`src/rtl/fifo_uart_tx.sv`:
```
// rtl/fifo_uart_tx.sv - drains a show-ahead FIFO and serialises each word as a UART frame on txd
// Optional parity bit is enabled by defining UART_TX_PARITY_EN.
module fifo_uart_tx #(
    parameter int WIDTH     = 8,
    parameter int DIV_WIDTH = 16
) (
    input  logic                 aclk,
    input  logic                 areset,
    input  logic                 fifo_empty,
    input  logic [WIDTH-1:0]     fifo_data,
    output logic                 fifo_r_en,
    input  logic [DIV_WIDTH-1:0] divisor,
    input  logic                 parity_odd,
    output logic                 txd,
    output logic                 busy,
    output logic                 tx_done
);

    localparam int BW = (WIDTH > 1) ? $clog2(WIDTH) : 1;

    typedef enum logic [2:0] {IDLE, START, DATA, PARITY, STOP} state_t;

    state_t               state;
    state_t               state_next;
    logic [WIDTH-1:0]     shift;
    logic [WIDTH-1:0]     shift_next;
    logic [DIV_WIDTH-1:0] period;
    logic [DIV_WIDTH-1:0] cnt;
    logic [BW-1:0]        bit_cnt;
    logic                 bit_end;
    logic                 last_bit;
    logic                 txd_next;

`ifdef UART_TX_PARITY_EN
    logic par;
`else
    logic unused_parity;
    assign unused_parity = parity_odd;
`endif

    assign bit_end  = (cnt == period);
    assign last_bit = (bit_cnt == BW'(WIDTH - 1));

    always_ff @(posedge aclk or posedge areset) begin
        if (areset) begin
            state   <= IDLE;
            shift   <= '0;
            period  <= '0;
            cnt     <= '0;
            bit_cnt <= '0;
            txd     <= 1'b1;
`ifdef UART_TX_PARITY_EN
            par     <= 1'b0;
`endif
        end else begin
            state <= state_next;
            shift <= shift_next;
            txd   <= txd_next;
            if (fifo_r_en) begin
                period  <= divisor;
                cnt     <= '0;
                bit_cnt <= '0;
`ifdef UART_TX_PARITY_EN
                par     <= (^fifo_data) ^ parity_odd;
`endif
            end else if (state != IDLE) begin
                // The period counter wraps at every bit boundary, including the final stop bit.
                cnt <= bit_end ? '0 : cnt + 1'b1;
                if (state == DATA && bit_end)
                    bit_cnt <= bit_cnt + 1'b1;
            end
        end
    end

    always_comb begin
        state_next = state;
        case (state)
            IDLE:   if (fifo_r_en) state_next = START;
            START:  if (bit_end) state_next = DATA;
            DATA:   if (bit_end && last_bit) begin
`ifdef UART_TX_PARITY_EN
                        state_next = PARITY;
`else
                        state_next = STOP;
`endif
                    end
            PARITY: if (bit_end) state_next = STOP;
            STOP:   if (bit_end) state_next = fifo_r_en ? START : IDLE;
            default: state_next = IDLE;
        endcase
    end

    always_comb begin
        fifo_r_en = 1'b0;
        if (!areset && !fifo_empty && (state == IDLE || (state == STOP && bit_end)))
            fifo_r_en = 1'b1;
        busy    = (state != IDLE);
        tx_done = (state == STOP) && bit_end;

        shift_next = shift;
        if (fifo_r_en)
            shift_next = fifo_data;
        else if (state == DATA && bit_end)
            shift_next = shift >> 1;

        // txd is registered, so it is derived from the state being entered.
        case (state_next)
            START:   txd_next = 1'b0;
            DATA:    txd_next = shift_next[0];
`ifdef UART_TX_PARITY_EN
            PARITY:  txd_next = par;
`endif
            default: txd_next = 1'b1;
        endcase
    end

endmodule

```
`config.mk`:
```
export PLATFORM = sky130hd
export DESIGN_NAME = fifo_uart_tx
export DESIGN_NICKNAME = d
export VERILOG_FILES = /design/src/rtl/fifo_uart_tx.sv
export SDC_FILE = /design/constraint.sdc
export NUM_CORES = 1
export LEC_CHECK = 0
export ABC_AREA = 1
export CAP_MARGIN = 15
export CORE_UTILIZATION = 28
export CTS_CLUSTER_DIAMETER = 40
export DETAILED_ROUTE_END_ITERATION = 10
export GPL_ROUTABILITY_DRIVEN = 0
export SLEW_MARGIN = 20
export SYNTH_ARGS = -nofsm -noshare
export SYNTH_HDL_FRONTEND = slang
export SYNTH_SLANG_ARGS = --single-unit
```
`constraint.sdc`:
```
create_clock -name aclk -period 2 [get_ports aclk]
set_input_delay 0.3 -clock aclk [delete_from_list [all_inputs] [get_ports aclk]]
set_output_delay 0.3 -clock aclk [all_outputs]
set_load 0.005 [all_outputs]
```
==> impl_metrics.env <==
export IMPL_hold_viol=0
export IMPL_die_area_um2=9390
export IMPL_critPathKind="flop to output pin"
export IMPL_grt_pass1_wl_um=9490
export IMPL_worst_slack_ps=107
export IMPL_r2r_end="shift[4]"
export IMPL_drive_above_1_share_pct=17.3
export IMPL_r2r_slack_ps=190
export IMPL_dp_slack_ps=-13.6
export IMPL_grt_use_met2_pct=20.4
export IMPL_status="finished clean"
export IMPL_cts_buffer_depth=2
export IMPL_nNetsFinal=430
export IMPL_wl_per_cell_um=10.6
export IMPL_final_area_um2=3280
export IMPL_grt_antenna_before_repair=0
export IMPL_setup_violations_final=0
export IMPL_avgViaCountPerCell=4.29
export IMPL_fp_dieW_um=96.9
export IMPL_clock_skew_ps=6.59
export IMPL_reg2regPathDepth=12
export IMPL_rows=34
export IMPL_hold_class="input port to async pin"
export IMPL_drtIter0Drc=105
export IMPL_dpl_hpwl_um=3990
export IMPL_post_synth_cell_area_avg_um2=7.48
export IMPL_final_common_cell="nand2_1"
export IMPL_timing_setup_tns_ps=0
export IMPL_final_cells=508
export IMPL_syn_nets=368
export IMPL_dp_cells=491
export IMPL_max_freq_mhz=528
export IMPL_die_h_um=96.9
export IMPL_dr_pass1_iters=4
export IMPL_synth_distinct_cells=33
export IMPL_reg2reg_from="cnt[14]"
export IMPL_grt_remaining_overflow=0
export IMPL_slew_limit_headroom_pct=70.5
export IMPL_place_area_um2=3090
export IMPL_critical_path_arrival_ps=1590
export IMPL_ys_seq_area_share_pct=46.7
export IMPL_cp_max_fo=3
export IMPL_synth_area_um2=2520
export IMPL_mostFrequentLayoutCells="nand2_1, dfrtp_1, inv_1, buf_4"
export IMPL_drv_cap=0
export IMPL_clkSinkCount=47
export IMPL_fin_crit_sh_pct=94.7
export IMPL_hold_ws_ps=291
export IMPL_slowest_stage="dfrtp_1"
export IMPL_initial_core_util_pct=28.9
export IMPL_p_total_mw=1.90
export IMPL_diodes=0
export IMPL_core_um2=8720
export IMPL_grt_max_degree=39
export IMPL_tritoncts="done"
export IMPL_yosysWarnings=0
export IMPL_met3_usage_pct=2.60
export IMPL_synthCells=337
export IMPL_cts_hold_buf=0
export IMPL_leakagePower_nw=1.66
export IMPL_postRouteAntennaNets=0
export IMPL_clkTransAtPathRegs_ps=90
export IMPL_clk_latency_ps=300
export IMPL_io_pin_count=32
export IMPL_multi_input_area_um2=1130
export IMPL_critPathRequiredTime_ps=1700
export IMPL_rsz0062_at_grt="true"
export IMPL_end_kind="output pin"
export IMPL_grt_most_used_layer="met2"
export IMPL_crit_chain="inv_1, nand2_1, nand2_1, nor2_1, nand2_2, nor2_4, nand3_4, nand2_4, nand2_4, inv_4, buf_6"
export IMPL_powerDensity_nw_per_um2=579
export IMPL_fillCellCount=891
export IMPL_ir_worst_vdd_mv=0.253
export IMPL_area_growth_pct=30.2
export IMPL_drc=0
export IMPL_track_usage_pct=12.3
export IMPL_period_minus_slack_ps=1890
export IMPL_cts_buffers=5
export IMPL_cpPeakStageDelay_ps=380
export IMPL_grtUsageMet1_pct=15.5
export IMPL_ys_ff_latch=47
export IMPL_worstMarginPinSlew_ps=439
export IMPL_root_buffer="clkbuf_8"
export IMPL_slew_viol_final=0
export IMPL_drt_total_wl_um=5400
export IMPL_register_area_um2=1180
export IMPL_h_tree_depth=2
export IMPL_numPortBuffers=30
export IMPL_num_vias=2177
export IMPL_fin_util_pct=37.6
export IMPL_grt_pass1_vias=2151
export IMPL_start_kind="flop"
-- per-layer routing --
layer | wire [µm] | share of wire, % | vias up
met3 | 166 | 3.1 | 6
met2 | 2450 | 45 | 32
li1 | - | - | 1167
met5 | 0 | 0 | -
met1 | 2710 | 50 | 972
met4 | 71 | 1.3 | 0
-- area by class of cell --
type,count,share of cell area [%]
clock buffer,7,2.63
timing repair buffer,61,16.7
inverter,52,6.10
sequential,47,35.9
multi-input combinational,232,34.5
tap,108,4.12
clock inverter,1,0.152
-- registers in the layout (all words and copies together) (netlist names) --
name     flops
shift        8
txd          1
cnt         16
period      16
state        3
bit_cnt      3
-- how the worst max path moves through the flow --
stage,slack [ps],cells after the start,startpoint,to
3_3_place_gp,-10,9,areset,cnt[10]
4_1_cts,60,11,cnt[5],fifo_r_en
5_1_grt,-10,12,cnt[14],shift[4]
6_report,110,11,cnt[14],fifo_r_en
2_1_floorplan,310,12,cnt[10],fifo_r_en
3_5_place_dp,-10,11,cnt[10],fifo_r_en
-- what timing repair did --
item,in CTS,in global routing
resized for setup,5,19
buffers inserted,4,5
setup endpoints to repair,2,21
pin swaps,8,11
gates cloned,0,0
-- cells by family (layout without fill, tap and decap cells) --
logic type / after synthesis / after routing / synth area share [%]
adders and majority gates: 3 / 3 / 1.49
DFF: 47 / 47 / 46.7
AOI/OAI and AO/OA: 29 / 29 / 6.00
and+or+nand+nor: 191 / 191 / 33.1
xor gates and xnor gates: 9 / 9 / 3.13
buffers and inverters: 58 / 121 / 9.62
-- synth_stat cells --
| cell | instances | area [µm²] |
|---|---|---|
| a21oi_1 | 4 | 20.0 |
| a31oi_1 | 1 | 6.26 |
| and2_1 | 1 | 6.26 |
| buf_2 | 1 | 5.00 |
| buf_4 | 1 | 7.51 |
| buf_6 | 1 | 11.3 |
| buf_8 | 1 | 15.0 |
| clkbuf_1 | 2 | 7.51 |
| clkinv_2 | 1 | 5.00 |
| dfrtp_1 | 46 | 1150 |
| dfstp_2 | 1 | 26.3 |
| ha_1 | 3 | 37.5 |
| inv_1 | 46 | 173 |
| inv_2 | 5 | 18.8 |
| nand2_1 | 115 | 432 |
| nand2_4 | 2 | 22.5 |
| nand3_1 | 28 | 140 |
| nand3_4 | 1 | 17.5 |
| nand3b_1 | 1 | 7.51 |
| nand4_1 | 2 | 12.5 |
| nor2_1 | 25 | 93.8 |
| nor2_2 | 1 | 6.26 |
| nor2_4 | 2 | 22.5 |
| nor3_1 | 8 | 40.0 |
| nor3b_1 | 2 | 15.0 |
| nor4_1 | 2 | 12.5 |
| o211ai_1 | 1 | 7.51 |
| o21ai_0 | 19 | 95.1 |
| o21ai_1 | 2 | 10.0 |
| o22ai_1 | 2 | 12.5 |
| or2_2 | 1 | 6.26 |
| xnor2_1 | 1 | 8.76 |
| xor2_1 | 8 | 70.1 |
-- critical path: cells and delay by family (launching register included) --
family,cells,cell delay (ps)
simple gates,8,700
flops,1,380
buf+inv,3,210
-- power by group --
part / internal (mW) / switching, mW / total (mW)
clock: 0.280 / 0.315 / 0.595
sequential: 0.989 / 0.0310 / 1.02
combinational: 0.150 / 0.136 / 0.285
total: 1.42 / 0.482 / 1.90
Note: power is estimated with default switching activity, not from simulation.
